`config.mk`:
```
export PLATFORM = sky130hd
export DESIGN_NAME = seq_multiplier
export DESIGN_NICKNAME = d
export VERILOG_FILES = /design/src/rtl/seq_multiplier_pkg.sv /design/src/rtl/seq_multiplier_twos_abs.sv /design/src/rtl/seq_multiplier.sv
export SDC_FILE = /design/constraint.sdc
export NUM_CORES = 1
export LEC_CHECK = 0
export ABC_AREA = 1
export BUFFER_PORTS_ARGS = -buffer_cell sky130_fd_sc_hd__buf_4
export CORE_UTILIZATION = 30
export DETAILED_ROUTE_END_ITERATION = 8
export PLACE_DENSITY = 0.58
export SYNTH_ARGS = -nofsm -noshare
export SYNTH_HDL_FRONTEND = slang
export SYNTH_SLANG_ARGS = --single-unit
```
`constraint.sdc`:
```
create_clock -name clk -period 2.18 [get_ports clk]
set_clock_uncertainty 0.05 [all_clocks]
set_input_delay 0.218 -clock clk [delete_from_list [all_inputs] [get_ports clk]]
set_output_delay 0.218 -clock clk [all_outputs]
set_load 0.02 [all_outputs]
```
`src/rtl/seq_multiplier_pkg.sv`:
```
`default_nettype none
// ============================================================================
// Module  : seq_multiplier_pkg
// Brief   : Shared state encoding for the shift-add multiplier sequencer.
// Revision: 1.0 - initial release
// ============================================================================
package seq_multiplier_pkg;

    // Encodings are shared with the divider/ALU sequencer blocks.
    typedef enum logic [1:0] {
        ST_IDLE = 2'd0,
        ST_RUN  = 2'd1,
        ST_FIX  = 2'd2
    } state_t;

endpackage : seq_multiplier_pkg
`default_nettype wire

```
`src/rtl/seq_multiplier_twos_abs.sv`:
```
`default_nettype none
// ============================================================================
// Module  : twos_abs
// Brief   : Conditional two's-complement negate (absolute value / sign apply).
// Revision: 1.0 - initial release
// ============================================================================
module twos_abs #(
    parameter int W          = 8,
    parameter bit SIGN_GATED = 1'b1
) (
    input  logic [W-1:0] x,
    input  logic         en,
    output logic [W-1:0] y
);

    logic w_neg;

    // SIGN_GATED=1 gives |x|; SIGN_GATED=0 negates whenever en is set,
    // which applies a sign to a magnitude whose MSB is always clear.
    assign w_neg = SIGN_GATED ? (en & x[W-1]) : en;
    assign y     = w_neg ? (~x + W'(1)) : x;

endmodule : twos_abs
`default_nettype wire

```
`src/rtl/seq_multiplier.sv`:
```
`default_nettype none
// ============================================================================
// Module  : seq_multiplier
// Brief   : Radix-2 shift-add WIDTH x WIDTH multiplier, signed/unsigned per op.
// Revision: 1.0 - initial release
// ============================================================================
module seq_multiplier
    import seq_multiplier_pkg::*;
#(
    parameter int WIDTH = 8
) (
    input  logic                 clk,
    input  logic                 rst_n,
    input  logic                 start,
    input  logic                 signed_mode,
    input  logic [WIDTH-1:0]     a,
    input  logic [WIDTH-1:0]     b,
    output logic [2*WIDTH-1:0]   op,
    output logic                 busy,
    output logic                 done
);

    localparam int CNT_W = $clog2(WIDTH) + 1;

    state_t                 r_state;
    state_t                 w_next;
    logic [WIDTH-1:0]       r_mcand;
    logic [WIDTH-1:0]       r_mplier;
    logic [2*WIDTH-1:0]     r_acc;
    logic [CNT_W-1:0]       r_cnt;
    logic                   r_neg;

    logic [WIDTH-1:0]       w_abs_a;
    logic [WIDTH-1:0]       w_abs_b;
    logic [WIDTH:0]         w_sum;
    logic [2*WIDTH-1:0]     w_fix;
    logic                   w_last;

    twos_abs #(.W(WIDTH), .SIGN_GATED(1'b1)) u_abs_a (
        .x  (a),
        .en (signed_mode),
        .y  (w_abs_a)
    );

    twos_abs #(.W(WIDTH), .SIGN_GATED(1'b1)) u_abs_b (
        .x  (b),
        .en (signed_mode),
        .y  (w_abs_b)
    );

    twos_abs #(.W(2*WIDTH), .SIGN_GATED(1'b0)) u_fix (
        .x  (r_acc),
        .en (r_neg),
        .y  (w_fix)
    );

    // Carry out of the upper-half add becomes the new accumulator MSB on shift.
    assign w_sum  = {1'b0, r_acc[2*WIDTH-1:WIDTH]}
                  + (r_mplier[0] ? {1'b0, r_mcand} : {(WIDTH+1){1'b0}});
    assign w_last = (r_cnt == CNT_W'(WIDTH-1));
    assign busy   = (r_state != ST_IDLE);

    always_ff @(posedge clk or negedge rst_n) begin
        if (!rst_n) begin
            r_state <= ST_IDLE;
        end else begin
            r_state <= w_next;
        end
    end

    always_comb begin
        w_next = r_state;
        case (r_state)
            ST_IDLE: if (start)  w_next = ST_RUN;
            ST_RUN:  if (w_last) w_next = ST_FIX;
            ST_FIX:  w_next = ST_IDLE;
            default: w_next = ST_IDLE;
        endcase
    end

    always_ff @(posedge clk or negedge rst_n) begin
        if (!rst_n) begin
            r_mcand  <= '0;
            r_mplier <= '0;
            r_acc    <= '0;
            r_cnt    <= '0;
            r_neg    <= 1'b0;
            op       <= '0;
            done     <= 1'b0;
        end else begin
            done <= 1'b0;
            case (r_state)
                ST_IDLE: begin
                    if (start) begin
                        r_mcand  <= w_abs_a;
                        r_mplier <= w_abs_b;
                        r_neg    <= signed_mode & (a[WIDTH-1] ^ b[WIDTH-1]);
                        r_acc    <= '0;
                        r_cnt    <= '0;
                    end
                end
                ST_RUN: begin
                    r_acc    <= {w_sum, r_acc[WIDTH-1:1]};
                    r_mplier <= {1'b0, r_mplier[WIDTH-1:1]};
                    r_cnt    <= r_cnt + CNT_W'(1);
                end
                ST_FIX: begin
                    op   <= w_fix;
                    done <= 1'b1;
                end
                default: begin
                    done <= 1'b0;
                end
            endcase
        end
    end

endmodule : seq_multiplier
`default_nettype wire

```
After elaboration in Yosys (flattened, before gate mapping)
Cells that the tools add are included.
W data, S select, Z words.
{ "word_totals": {"latch_bits": 0, "elab_cells": 45, "mem_count": 0, "rom_bits": 0, "in_bits": 20, "ram_bits": 0, "out_inout_bits": 18, "reg_bits": 56} }
{ "op_classes": {"n_addsub": 5, "mux": 14, "bitwise_logic": 7, "n_lt_le_gt_ge": 0, "div_mod_pow": 0, "n_eq_ne": 5, "multipliers": 0, "reduce_logical": 6, "n_shift": 0} }
{ "op_table": {"columns": ["operator", "n"], "rows": [
  ["$mux W16", 2],
  ["$mux W8", 4],
  ["$pmux W16 S2", 1],
  ["$add A16 B1 Y16 const B", 1],
  ["$add A8 B1 Y8 const B", 2],
  ["$not A16 Y16", 1],
  ["$not A8 Y8", 2],
  ["$pmux W8 S2", 1],
  ["$add A8 B8 Y9", 1],
  ["$pmux W4 S2", 1],
  ["$reduce_and A2 Y1", 3],
  ["$add A4 B1 Y4 const B", 1],
  ["$eq A4 B3 Y1 const B", 1],
  ["$mux W2", 2],
  ["$mux W4", 1],
  ["$ne A2 B2 Y1 const B", 2],
  ["$pmux W2 S2", 1],
  ["$reduce_bool A2 Y1", 2],
  ["$and A1 B1 Y1", 3],
  ["$eq A2 B1 Y1 const B", 1],
  ["$eq A2 B2 Y1 const B", 1],
  ["$logic_not A2 Y1", 1],
  ["$mux W1", 1],
  ["$xor A1 B1 Y1", 1]
]} }

Longest topological paths before layout
Gate-level depths: netlist of the first run.
{ "depth": {"depth_word": 5, "depth_mapped": 13, "depth_no_buf": 12} }

Hierarchy
A second synthesis of the first run with hierarchy kept.
{ "unflattened": {"hier_cells": 472, "hier_area_um2": 3434.5} }
{ "by_module_without_submodules": {"columns": ["mod", "cells_each", "area_each_um2", "n_inst"], "rows": [
  ["seq_multiplier", 302, 2566.2, 1],
  ["twos_abs at u_fix", 94, 475.5, 1],
  ["twos_abs at u_abs_a ...", 38, 196.4, 2]
]} }

Worst setup path after synthesis of the first run
Ideal clock, no wire load.
{ "synth_timing": {"kind": "register to register", "from": "register r_mplier[0]", "to": "register r_acc[15]", "stages_incl_launch_ff": 14, "n_path_buf": 1, "required_ns": 2.014, "t_arrival_ns": 1.652, "synth_period_minus_slack_ns": 1.818, "setup_ns": 0.116, "path_slack_ns": 0.362, "cell_sequence": "dfrtp_1 clkbuf_1 nand2_1 inv_1 ha_1 fa_1 nand3_1 nand2_1 nand2_1 nand2_1 nand3_1 nand2_1 nand2_1 nand2_1"} }
{ "synth_between": {"elab_chain_len": 3} }
{ "synth_rtl": {"columns": ["item", "line_no", "rtl"], "rows": [
  ["start: declaration", "seq_multiplier.sv:28", "logic [WIDTH-1:0] r_mplier;"],
  ["start signal: assignment", "seq_multiplier.sv:96", "r_mplier <= w_abs_b;"],
  ["start signal: assignment", "seq_multiplier.sv:104", "r_mplier <= {1'b0, r_mplier[WIDTH-1:1]};"],
  ["$mux W8", "seq_multiplier.sv:59", "+ (r_mplier[0] ? {1'b0, r_mcand} : {(WIDTH+1){1'b0}});"],
  ["$add A8 B8 Y9", "seq_multiplier.sv:59", null],
  ["$pmux W16 S2", "seq_multiplier.sv:92", "case (r_state)"],
  ["end signal: assignment", "seq_multiplier.sv:103", "r_acc <= {w_sum, r_acc[WIDTH-1:1]};"],
  ["end: declaration", "seq_multiplier.sv:29", "logic [2*WIDTH-1:0] r_acc;"]
]} }
Every way passes these cells.
A chain may end at the register's enable or synchronous reset.

Final worst setup path of the first run
Ends and elaborated chain as after synthesis.

==> metrics.md, run 1 <==
| Metric | Value |
|---|---|
| Commonest non-fill, non-tap cells in the layout | nand2_1 (113), dfrtp_1 (56), buf_4 (38) |
| DP Area | 0.00362 mm^2 |
| Worst Tran Pin Value | 713 ps |
| Vias in the first global route | 2531 |
| Clock transition at the registers of the reported paths | 100 ps |
| Synth-to-Final Area Change | 14.2% |
| Dpl hpwl | 4830 um |
| CP Class | register to register |
| Count of distinct cell types in the synthesized netlist | 36 |
| Leak | 1.88 nW |
| Fin crit period | 1920 ps |
| GRT Residual Overflow | 0 |
| Slew HR | 52.4% |
| Postcts setup bufs | 0 |
| Drt total wl | around 6500 um |
| Synthesized area per cell | around 8 um^2 |
| Die area | 0.0113 mm^2 |
| Final core occ | 35.8% |
| Cell chain of the critical path | nand2_1, inv_1, ha_1, fa_1, nand3_1, nand2_1, nand2_1, nand2_1, nand3_1, nand2_1, nand2_1, nand2_1 |
| Global-route wire length before repair | 11300 um |
| Ant diodes | 0 |
| CP Capture Point | r_acc[15] |
| CP Data Arrival Time | 2080 ps |
| Routed WL per cell | between 10 and 15 um |
| Reg2Reg Setup Slack | 260 ps |
| Worst vdd ir | around 0.00045 V |
| Status | finished, final reports clean |
| Bufs and invs on worst path | 1 |
| Sink Count | 56 |
| Share of cells above drive strength 1 | between 10% and 20% |
| Core ar. | 0.0104 mm^2 |
| Initial DRC count | 103 |
| Setup crit end kind | register |
| Worst path top cell family by delay | simple AND/OR/NAND/NOR gates |
| Post-CTS Hold Buffers | 1 |
| H-tree depth | 2 |
| Total power | ~5.1 mW |
| Max-slew violations | 0 |
| Antenna violations before repair | 0 |
| Floorplan row count | 37 |
| Clock Latency Late Sink | 310 ps |
| Critical R2R Launch | r_mplier[0] |
| Total vias in the final route | 2625 |
| CP startpoint | r_mplier[0] |
| CTS Buffer Depth | 2 |
| Nets | 476 |
| Max_cap viols | 0 |
| IO Port Bufs | 37 |
| Via density | ~4.5 |
| CP required | 2340 ps |
| Synthesis Warnings | 0 |
| Reg2reg end | r_acc[15] |
| Clk root buf | clkbuf_8 |
| Gate Count Post-Synth | 408 |
| Hold WC Path Type | input pin to register |
| Setup TNS | 0 ps |
| CTS tree | done |
| Drt first pass iters | 4 |
| Largest net degree at the start of global routing | 57 |
| Post-DRT Antenna Nets | 0 |
| Total CTS buffers | 5 |
| Crit path largest cell delay | 480 ps |
| Synth Cell Area | 0.00326 mm^2 |
| Critical Path Stages | 12 |
| Most frequent CP cell | nand2_1 |
| Final Hold Fails | 0 |
| Die height | 106 um |
| Final Cell Area | 0.00373 mm^2 |
| Die width | 106 um |
| F_max | 521 MHz |
| Yosys reg bits | 56 |
| Net Count, Synth | 441 |
| # IOs | 38 |
| Final Hold Slack | 127 ps |
| Remaining DRCs | 0 |
| Post-synthesis sequential area ratio | 42.9% |
| Commonest non-fill, non-tap cell in the layout | nand2_1 |
| Slowest-stage cell, CP | dfrtp_1 |
| RSZ-0062 raised after global routing | no |
| P per Cell Area | ~1400 mW/mm^2 |
| Critical-path maximum fanout | 9 |
| Initial Utilization | between 30% and 40% |
| GP Congestion | 0.816 |
| Startpoint Class | register |
| Period utilization | 88.0% |
| R2R cell count | 12 |
| Post_cts resized | 0 |
| Global Route Usage Sum | 12.2% |
| Final count of negative-setup-slack endpoints | 0 |
-- worst register-to-register path, delay by kind of cell, from the launching register on --
kind	cells	cell delay, ps
adders and majority gates	2	600
DFF	1	480
buffers and inverters	1	40
and+or+nand+nor	9	640
-- through the flow --
step	setup slack (ps)	cells
floorplan	362	408
global placement	328	571
detailed placement	279	571
CTS	248	580
global route	106	580
finish	262	580
-- final cells by class --
type | instances | area, um^2
Clock buffer | 5 | 68.8
Fill cell | 1101 | 6690
Sequential cell | 56 | 1400
Multi-Input combinational cell | 290 | 1570
Clock inverter | 3 | 27.5
Tap cell | 136 | 170
Timing Repair Buffer | 39 | 295
Inverter | 51 | 198
-- how the worst min path moves through the flow --
stage	startpoint	endpoint	slack (ps)	depth (start not counted)
global placement	rst_n	r_mcand[5]	270	1
detailed placement	rst_n	r_mcand[5]	270	1
global route	a[0]	r_mcand[0]	150	3
floorplan	rst_n	done	-130	0
finish	b[7]	r_mplier[7]	130	3
CTS	b[7]	r_mplier[7]	120	3
-- registers in the layout, summed over array words and instances, names as in the netlist --
signal,cells
done,1
op,16
r_acc,16
r_cnt,4
r_mcand,8
r_mplier,8
r_neg,1
r_state,2
-- Yosys cell counts --
library cell / count / area, um^2
buf_6: 5 / 56.3
o21ai_1: 20 / 100
inv_1: 35 / 131
ha_1: 12 / 150
nand3_1: 33 / 165
xor2_1: 11 / 96.3
a21o_1: 1 / 7.51
o22ai_1: 10 / 62.6
clkinv_2: 1 / 5.00
nor2_2: 6 / 37.5
inv_2: 10 / 37.5
nand4_1: 4 / 25.0
nor3_1: 2 / 10.0
buf_2: 3 / 15.0
nand2_2: 3 / 18.8
buf_8: 1 / 15.0
nand2_1: 113 / 424
a21oi_1: 15 / 75.1
o31ai_1: 1 / 7.51
xnor2_1: 3 / 26.3
nor2_1: 25 / 93.8
buf_4: 1 / 7.51
fa_1: 1 / 20.0
nand3_4: 2 / 35.0
a22oi_2: 2 / 25.0
a22o_1: 1 / 8.76
inv_4: 2 / 12.5
o21ai_4: 1 / 16.3
o21ai_0: 12 / 60.1
dfrtp_1: 56 / 1400
a22oi_1: 4 / 30.0
clkbuf_1: 1 / 3.75
nand2_4: 3 / 33.8
o211ai_1: 4 / 30.0
clkinv_1: 3 / 11.3
a21boi_0: 1 / 7.51
-- layer usage --
layer  up-vias  share of wire, %  GRT usage, %
met5         -                 0             0
li1       1399                 -             -
met3         4               3.2          2.45
met1      1182                51          16.3
met2        40                45          20.5
met4         0              0.49          2.38
-- report_power, final --
part           internal, mW  switching [mW]  total, mW  leakage [nW]
registers              1.50           0.400       1.90         0.671
clock network         0.237           0.363      0.600        0.0463
logic                  1.05            1.57       2.62          1.16
total                  2.78            2.33       5.11          1.88
-- logic make-up (layout without fill, tap and decap cells) --
| group | Yosys count | in the layout | share of synthesized area (%) |
|---|---|---|---|
| buf+inv | 62 | 98 | 9.05 |
| compound gates | 72 | 72 | 13.2 |
| flops | 56 | 56 | 42.9 |
| xor+xnor | 14 | 14 | 3.76 |
| fa+ha+maj | 13 | 13 | 5.21 |
| simple gates | 191 | 191 | 25.8 |
(Power assumes the default switching activity.)
==> inputs of run 2 (changes only) <==
--- a/config.mk
+++ b/config.mk
@@ -5,7 +5,6 @@
 export SDC_FILE = /design/constraint.sdc
 export NUM_CORES = 1
 export LEC_CHECK = 0
-export ABC_AREA = 1
 export BUFFER_PORTS_ARGS = -buffer_cell sky130_fd_sc_hd__buf_4
 export CORE_UTILIZATION = 30
 export DETAILED_ROUTE_END_ITERATION = 8
==> run 2 against run 1 <==
Effect of this change: routed wire length is 9.2% lower; largest power group unchanged; highest routed layer unchanged; register-to-register slack got worse by 190 ps; critical path depth fell by 7; synthesized cell count is 18% lower.
==> metrics.md, run 2 <==
| Metric | Value |
|---|---|
| Top flop regs | op (16), r_acc (16) |
| Sink Count | 56 |
| Worst path top cell family by delay | simple AND/OR/NAND/NOR gates |
| Area leader, netlist | dfrtp_1 |
| Top_reg_cell synth | dfrtp_1 |
| Final Cell Area | 0.00371 mm^2 |
| Largest net degree at the start of global routing | 57 |
| Synthesized area per cell | 9.09 um^2 |
| Max_cap viols | 0 |
| Yosys reg bits | 56 |
| Setup TNS | 0 ps |
| Remaining DRCs | 0 |
| Post-DRT Antenna Nets | 0 |
| Clock Latency Late Sink | 300 ps |
| Die area | roughly 0.011 mm^2 |
| Multi-input gate area | between 0.0015 and 0.002 mm^2 |
| Setup crit end kind | register |
| Final Hold Fails | 0 |
| Via density | about 4.7 |
| Antenna violations before repair | 0 |
| Ant diodes | 0 |
| Post-synthesis sequential area ratio | 46.2% |
| Share of the synthesized area in the top cell type | 46.2% |
| Dpl hpwl | between 4000 and 5000 um |
| FFs w/ async S/R, synth | 100% |
| Slew HR | a little over two fifths |
| Total CTS buffers | 5 |
| Startpoint Class | register |
| CTS Buffer Depth | 2 |
| Synth-to-Final Area Change | 22.1% |
| Floorplan row count | 36 |
| Fillers | between 1000 and 1500 |
| Period utilization | 96.6% |
| CP required | 2320 ps |
| Clock transition at the registers of the reported paths | 100 ps |
| Count of distinct cell types in the synthesized netlist | 37 |
| Net Count, Synth | 367 |
| Total vias in the final route | roughly 2400 |
| Commonest non-fill, non-tap cell in the layout | nand2_1 |
| Core ar. | 0.00977 mm^2 |
| Nets | 411 |
| Register area | 0.00140 mm^2 |
| P per Cell Area | 1350 mW/mm^2 |
| Drt first pass iters | 4 |
| Status | finished, final reports clean |
| Worst vdd ir | about 0.00045 V |
| # IOs | 38 |
| Number of synthesized flops with an enable pin | 0 |
| Synth Cell Area | 0.00304 mm^2 |
| Clk root buf | clkbuf_8 |
| Global-route wire length before repair | 9980 um |
| Critical-path maximum fanout | 5 |
| Max-slew violations | 0 |
| Leak | around 1.7 nW |
| Slowest-stage cell, CP | or4_1 |
| CP startpoint | r_acc[9] |
| DP Area | 0.00353 mm^2 |
| Final core occ | between 30% and 40% |
| Worst Tran Pin Value | 861 ps |
| Gate Count Post-Synth | 334 |
| GRT Residual Overflow | 0 |
| Final count of negative-setup-slack endpoints | 0 |
| Routed WL per cell | ~12 um |
| Most frequent cells after synthesis | nand2_1 (61), dfrtp_1 (56), o21ai_0 (50), xor2_1 (19), clkbuf_1 (16) |
| CP Data Arrival Time | 2250 ps |
| GP Congestion | 0.803 |
| IO Port Bufs | 37 |
| Die height | 103 um |
| Share of cells above drive strength 1 | between 10% and 20% |
| Drt total wl | 5890 um |
| Crit path largest cell delay | 550 ps |
| Dominant cells by area after synthesis | dfrtp_1 (46%), o21ai_0 (8.2%), nand2_1 (7.5%), xor2_1 (5.5%), ha_1 (4.9%) |
| Critical R2R Launch | r_acc[9] |
| Commonest non-fill, non-tap cells in the layout | nand2_1 (61), dfrtp_1 (55), buf_4 (53) |
| Initial DRC count | 75 |
| Hold WC Path Type | input pin to register |
| Fin crit period | 2110 ps |
| Most frequently used cell type in the post-synthesis netlist | nand2_1 |
| CP Class | register to register |
| Cell chain of the critical path | or4_1, or3_4, o41ai_4, xor2_1, o21ai_1 |
| Global Route Usage Sum | 12.0% |
| Worst setup margin | 73.5 ps |
| Bufs and invs on worst path | 0 |
| Initial Utilization | 31.1% |
| Setup WS pre-CTS | 45.7 ps |
| Die width | 103 um |
| CTS tree | done |
| Synthesis Warnings | 0 |
| HP Start | a[7] |
| Vias in the first global route | 2205 |
| RSZ-0062 raised after global routing | no |
| H-tree depth | 2 |
| Final Hold Slack | 119 ps |
| F_max | 475 MHz |
[run 2: per-stage QoR]
stage / cells / total power, mW
final: 512 / 5.00
after global routing: 512 / 5.45
after CTS: 512 / 5.00
after detailed placement: 503 / 4.25
after global placement: 503 / 4.19
after floorplan: 334 / 3.44
[run 2: cell families (layout without fill, tap and decap cells)]
family / Yosys count / count (layout) / synth area share, %
simple gates: 119 / 119 / 18.3
compound gates: 85 / 85 / 16.6
flops: 56 / 56 / 46.2
xor+xnor: 31 / 31 / 8.94
buf+inv: 27 / 72 / 3.38
fa+ha+maj: 13 / 13 / 5.61
mux: 3 / 3 / 0.989
[run 2: cell type report]
type,count,area share [%]
clock buffer,7,2.60
clock inverter,1,0.810
inverter,10,1.01
multi-input combinational,251,42.3
sequential,56,37.8
tap,133,4.49
timing repair buffer,54,11.0
[run 2: worst min-delay path, cell delays in order]
cell,delay (ps)
buf_4,110
nand3_1,70
nand2_1,50
[run 2: repair_timing]
action                                  4_1_cts  5_1_grt
resized for setup                             0        7
setup buffers                                 0        0
hold endpoints to repair                     56        0
hold buffers                                  1        0
endpoints found under the setup margin        0        5
[run 2: power breakdown]
group | total, mW | switching (mW) | internal, mW | leakage, nW
Combinational | 2.43 | 1.34 | 1.09 | 0.933
Clock | 0.730 | 0.325 | 0.406 | 0.0645
Sequential | 1.83 | 0.347 | 1.49 | 0.707
Total | 5.00 | 2.02 | 2.98 | 1.70
[run 2: path summary, 6_finish.rpt]
check | endpoint | slack, ps | depth (start not counted)
worst min-delay path | r_mcand[7] | 120 | 3
worst max register to register | op[14] | 70 | 5
worst max-delay path | op[14] | 70 | 5
max in group asynchronous | r_acc[9] | 1140 | 2
min in group asynchronous | op[3] | 450 | 2
worst min register to register | r_mcand[7] | 430 | 2
[run 2: layer usage]
| metal | track usage (%) | wire length [um] |
|---|---|---|
| met5 | 0 | 0 |
| met4 | 2.97 | 43 |
| met3 | 2.31 | 206 |
| met2 | 20.3 | 2640 |
| met1 | 15.7 | 3000 |
